$ cat src/rtl/reg_scoreboard.sv
// reg_scoreboard: per-register pending-write counters with issue stall, flush and sticky error.
// Optional macro SB_RET_BYPASS_EN forwards a same-cycle last retire to clear source hazards.
module reg_scoreboard #(
  parameter int NREG = 32,
  parameter int CNT_W = 2
) (
  input  logic            clk,
  input  logic            rst,
  input  logic            iss_vld,
  input  logic [4:0]      iss_rs1_ind,
  input  logic [4:0]      iss_rs2_ind,
  input  logic            iss_rs1_use,
  input  logic            iss_rs2_use,
  input  logic [4:0]      iss_rd_ind,
  input  logic            iss_rd_wr,
  input  logic            ret_vld,
  input  logic [4:0]      ret_rd_ind,
  input  logic            flush,
  output logic            stall,
  output logic [NREG-1:0] busy,
  output logic            err
);
  typedef enum logic {RUN, FLUSH} state_t;
  localparam logic [CNT_W-1:0] MAX = '1;
  state_t state;
  logic [CNT_W-1:0] cnt [NREG];
  logic [CNT_W-1:0] c1, c2, cd;
  logic byp1, byp2, hazard, acc, ret;
  function automatic logic [CNT_W-1:0] cnt_of(input logic [4:0] idx);
    return (32'(idx) < NREG) ? cnt[idx] : '0;
  endfunction
  assign c1 = cnt_of(iss_rs1_ind);
  assign c2 = cnt_of(iss_rs2_ind);
  assign cd = cnt_of(iss_rd_ind);
`ifdef SB_RET_BYPASS_EN
  assign byp1 = ret_vld && ret_rd_ind == iss_rs1_ind && c1 == CNT_W'(1);
  assign byp2 = ret_vld && ret_rd_ind == iss_rs2_ind && c2 == CNT_W'(1);
`else
  assign byp1 = 1'b0;
  assign byp2 = 1'b0;
`endif
  always_comb begin
    hazard = iss_vld && ((iss_rs1_use && c1 != '0 && !byp1) ||
                         (iss_rs2_use && c2 != '0 && !byp2) ||
                         (iss_rd_wr && cd == MAX));
    stall  = hazard || state != RUN;
    acc    = iss_vld && !stall && iss_rd_wr && iss_rd_ind != 5'd0 && !flush;
    ret    = ret_vld && ret_rd_ind != 5'd0 && state == RUN && !flush;
    for (int i = 0; i < NREG; i++) busy[i] = cnt[i] != '0;
  end
  // a same-index issue and retire in one cycle cancel out
  always_ff @(posedge clk or posedge rst) begin
    if (rst) begin
      state <= RUN;
      err   <= 1'b0;
      for (int i = 0; i < NREG; i++) cnt[i] <= '0;
    end else begin
      state <= flush ? FLUSH : RUN;
      if (ret && cnt_of(ret_rd_ind) == '0) err <= 1'b1;
      cnt[0] <= '0;
      for (int i = 1; i < NREG; i++)
        cnt[i] <= (flush || state == FLUSH) ? '0 :
                  (acc && iss_rd_ind == 5'(i) && ret && ret_rd_ind == 5'(i)) ? cnt[i] :
                  (acc && iss_rd_ind == 5'(i)) ? cnt[i] + CNT_W'(1) :
                  (ret && ret_rd_ind == 5'(i) && cnt[i] != '0) ? cnt[i] - CNT_W'(1) : cnt[i];
    end
  end
endmodule
$ cat config.mk
export PLATFORM = sky130hd
export DESIGN_NAME = reg_scoreboard
export DESIGN_NICKNAME = d
export VERILOG_FILES = /design/src/rtl/reg_scoreboard.sv
export SDC_FILE = /design/constraint.sdc
export NUM_CORES = 1
export LEC_CHECK = 0
export BUFFER_PORTS_ARGS = -buffer_cell sky130_fd_sc_hd__buf_2
export CORE_UTILIZATION = 48
export CTS_CLUSTER_DIAMETER = 200
export DETAILED_ROUTE_END_ITERATION = 16
export GPL_TIMING_DRIVEN = 0
export PLACE_DENSITY = 0.67
export SLEW_MARGIN = 20
export SYNTH_ARGS = -nofsm -noshare
export SYNTH_HDL_FRONTEND = slang
export SYNTH_SLANG_ARGS = --single-unit
$ cat constraint.sdc
create_clock -name clk -period 7.8 [get_ports clk]
set_input_delay 0.78 -clock clk [delete_from_list [all_inputs] [get_ports clk]]
set_output_delay 0.78 -clock clk [all_outputs]
set_load 0.1 [all_outputs]
==> summary by stage <==
Outcome
The flow ran to the end, and the final reports show no timing, DRC or antenna violations.

Synth
The count of different cell masters after synthesis is 62. The largest area contributor in the synthesized netlist is sky130_fd_sc_hd__dfrtp_1. Sequential elements use 26.5% of the synthesized area.

The fraction of registers with async set or reset after synthesis is 100%. The post-synthesis instance area is 6050 sq um. The number of synthesized register bits is 64. The average cell area after synthesis is 7.91 sq um.

When the netlist entered floorplanning its net count stood at 793. The count of flip-flops with a built-in enable after synthesis is 0. The most used flip-flop cell after synthesis is sky130_fd_sc_hd__dfrtp_1. The yosys synthesis warning count is 0. The share of synthesized area in the top cell type comes to 26.5%.

Yosys attributes the largest share of cell area to sky130_fd_sc_hd__dfrtp_1 26%, sky130_fd_sc_hd__mux4_2 8.2%, sky130_fd_sc_hd__nand2_1 4.5%. After technology mapping, the gate count stands at 765.

STA
The minimum clock period after layout is between 4 and 5 ns. The setup-violating endpoint count in the final report is 0. Setup repair after global routing left no endpoint under its margin. The period utilization is a little under two thirds. Headroom to the max-slew limit came out at between 40% and 50%. The slew of the pin with the lowest slew margin is 0.850 ns. The setup clock skew after layout is approximately 0.0073 ns.

The count of final max-slew check failures is 0. The number of hold violations in the final report is 0. Hold timing on the final database bottoms out at a slack of 0.444 ns. Timing would allow up to around 200 MHz. The setup TNS is 0 ns.

Worst setup path
On the critical path, the stage with the largest delay is an instance of sky130_fd_sc_hd__a32oi_2. STA classifies the critical path startpoint as an input port. At the worst endpoint, the required time is 7.02 ns. Traced cell by cell, the critical path runs through buf_2 > buf_4 > mux2i_1 > o32ai_1 > a311oi_1 > a41oi_1 > a32oi_2 > buf_2 > nand3_1 > a21o_1 > buf_2. The launch instance of the worst register-to-register path is cnt[27].

On the worst path, the slowest cell contributes a delay of 0.40 ns. The endpoint kind of the worst setup timing path is an output pin. The most critical setup path has its startpoint at iss_rd_ind[1]. In this design, the critical path's most frequently occurring cell is sky130_fd_sc_hd__buf_2.

Of all nets on the critical path, the largest fanout is 10. STA puts the critical path data arrival time at 4.20 ns. The type of the worst setup path is in -> out.

Cells and area
The library cell used most frequently in the layout, excluding fill and tap cells, is sky130_fd_sc_hd__nand2_1. The synthesis-to-layout area growth is 13.3%. The filler cells instantiated in the layout total 1183.

In the layout the commonest cells are 73 x sky130_fd_sc_hd__nand2_1, 64 x sky130_fd_sc_hd__buf_2, 64 x sky130_fd_sc_hd__dfrtp_1. The fraction of final layout cells sized beyond drive strength 1 is between 10% and 20%. The antenna diode instance count is 0. The net count of the finished layout is about 860.

Routing
The number of iterations in the first detailed-routing pass is 5. The number of vias after detailed routing is 7051. The residual antenna-violating net count after detailed routing is 0.

The detailed router finished its first iteration with 980 violations. In the routed layout, each cell is associated on average with a via count of between 7 and 8. For this run, design rule violations remaining after detail routing come to 0. Dividing the detail-routed wire length by the instance count gives 25.4 microns. For this block, the routed nets add up to 25500 microns of wire.

Pwr
The power per cell area is 133 nW/um^2. The standby leakage power is about 3 nW. Across the VDD grid, the largest voltage drop is 0.0793 mV.

Placed design
The congestion estimate from routability-driven global placement came to 1.00. Summed over all nets, the half-perimeter wirelength after detailed placement is 19100 microns. The count of port buffers added during placement is 54.

CTS
The count of H-tree levels built during CTS is 3. Clock-pin slew was measured on the worst setup and hold paths at 0.06 ns. The number of clock buffers added by TritonCTS is 9. The clock root buffer is sky130_fd_sc_hd__clkbuf_16. The TritonCTS clock tree is built. The clock sink total is 64. The setup fix buffers added after clock tree synthesis is 0. In this run the deepest clock path goes through 2 buffers.

The number of gates given a new drive strength after cts is 0. The clock insertion delay at the later pin of the skew report is approximately 0.35 ns. The number of buffers added to fix hold violations after cts is 0.

GRT
Entering global routing, the biggest net connects 34 pins. The via count of the first global-routing pass is 6512. Global routing used 39.9% of the available tracks across all layers. The leftover overflow at the end of global routing is 0. The first-pass GRT wire length is 38300 microns. The number of antenna violations at the first check in global routing came to 0.

Flow run
The number of max-cap violations is 0.

Floorplanning
The boundary pin count is 62. The placeable core area is between 10000 and 15000 sq um. The initial core utilization is 49.8%.

The die covers ~13000 sq um. The site row count is 40. The die is about 110 microns wide. The vertical die dimension is 114 microns.

Hold path
The worst hold path belongs to the class in -> async.
[metrics by stage]
step	total power, mW	cells	setup slack (ns)	util (%)	cell area [sq um]
detailed placement	0.487	988	3.01	53.9	6560
finish	0.910	1004	2.82	56.4	6860
CTS	0.906	1004	3.00	56.4	6860
global placement	0.485	987	3.00	53.7	6540
global route	0.930	1004	2.77	56.4	6860
floorplan	0.429	765	4.01	-	6050
[routing by layer]
metal	GRT usage (%)	part of all wire (%)	vias up
met4	16.1	3.7	0
met2	58.6	42	471
li1	-	-	3062
met3	11.2	12	78
met1	55.4	42	3440
met5	0	0	-
[kinds of logic after synthesis]
kind of cell	Yosys count	synth area share [%]
buf+inv	94	6.47
mux	39	11.1
compound gates	208	24.2
other cells	1	0.0619
simple gates	348	30.2
flops	64	26.5
xor+xnor	11	1.59
[state kept, by name, summed over array words and instances (netlist names)]
signal / count
err: 1
state: 1
cnt: 62
[worst max-delay path, delay by kind of cell]
kind | cells | cell delay [ns]
and+or+nand+nor | 1 | 0.39
muxes | 1 | 0.35
buffers and inverters | 4 | 1.32
AOI/OAI and AO/OA | 5 | 1.35
[cell usage after synthesis (all sizes together), types with 4 or more instances]
cell,number
nor3b,5
xor2,4
inv,42
a211oi,36
and3,33
a41oi,8
a22o,4
nor2,58
nor3,41
nand4b,5
nand4,11
buf,16
a221oi,6
nor4b,4
and4,12
xnor2,7
and2,22
a311oi,9
o21bai,5
clkbuf,36
mux4,22
a21oi,31
nand2,73
mux2i,13
or2,8
o211ai,11
dfrtp,64
o21ai,34
nor2b,10
mux2,4
o22ai,6
nand3,35
o2111ai,8
a31oi,17
nor4,14
nand2b,10
[worst paths after layout]
check                      depth (start not counted)      end  slack (ns)
setup / recovery                                  11    stall        2.82
hold / removal                                     2  cnt[19]        0.44
setup reg to reg                                  10  cnt[19]        4.27
hold reg to reg                                    1      err        0.47
max in group asynchronous                          3  cnt[47]        6.81
min in group clk                                   1      err        0.47
[where the power goes]
part / switching [mW] / internal (mW)
logic: 0.117 / 0.0380
registers: 0.000459 / 0.333
clock network: 0.158 / 0.264
[final cells by class]
type	count	area [sq um]	share of cell area [%]
flip-flops and latches	64	1600	23.4
inverters	42	160	2.34
clock buffers	13	260	3.79
repair buffers	55	290	4.23
multi-input cells	607	4060	59.2
plain buffers	52	234	3.41
clock inverters	3	40.0	0.584
well taps	168	210	3.07
(Power assumes the default switching activity.)
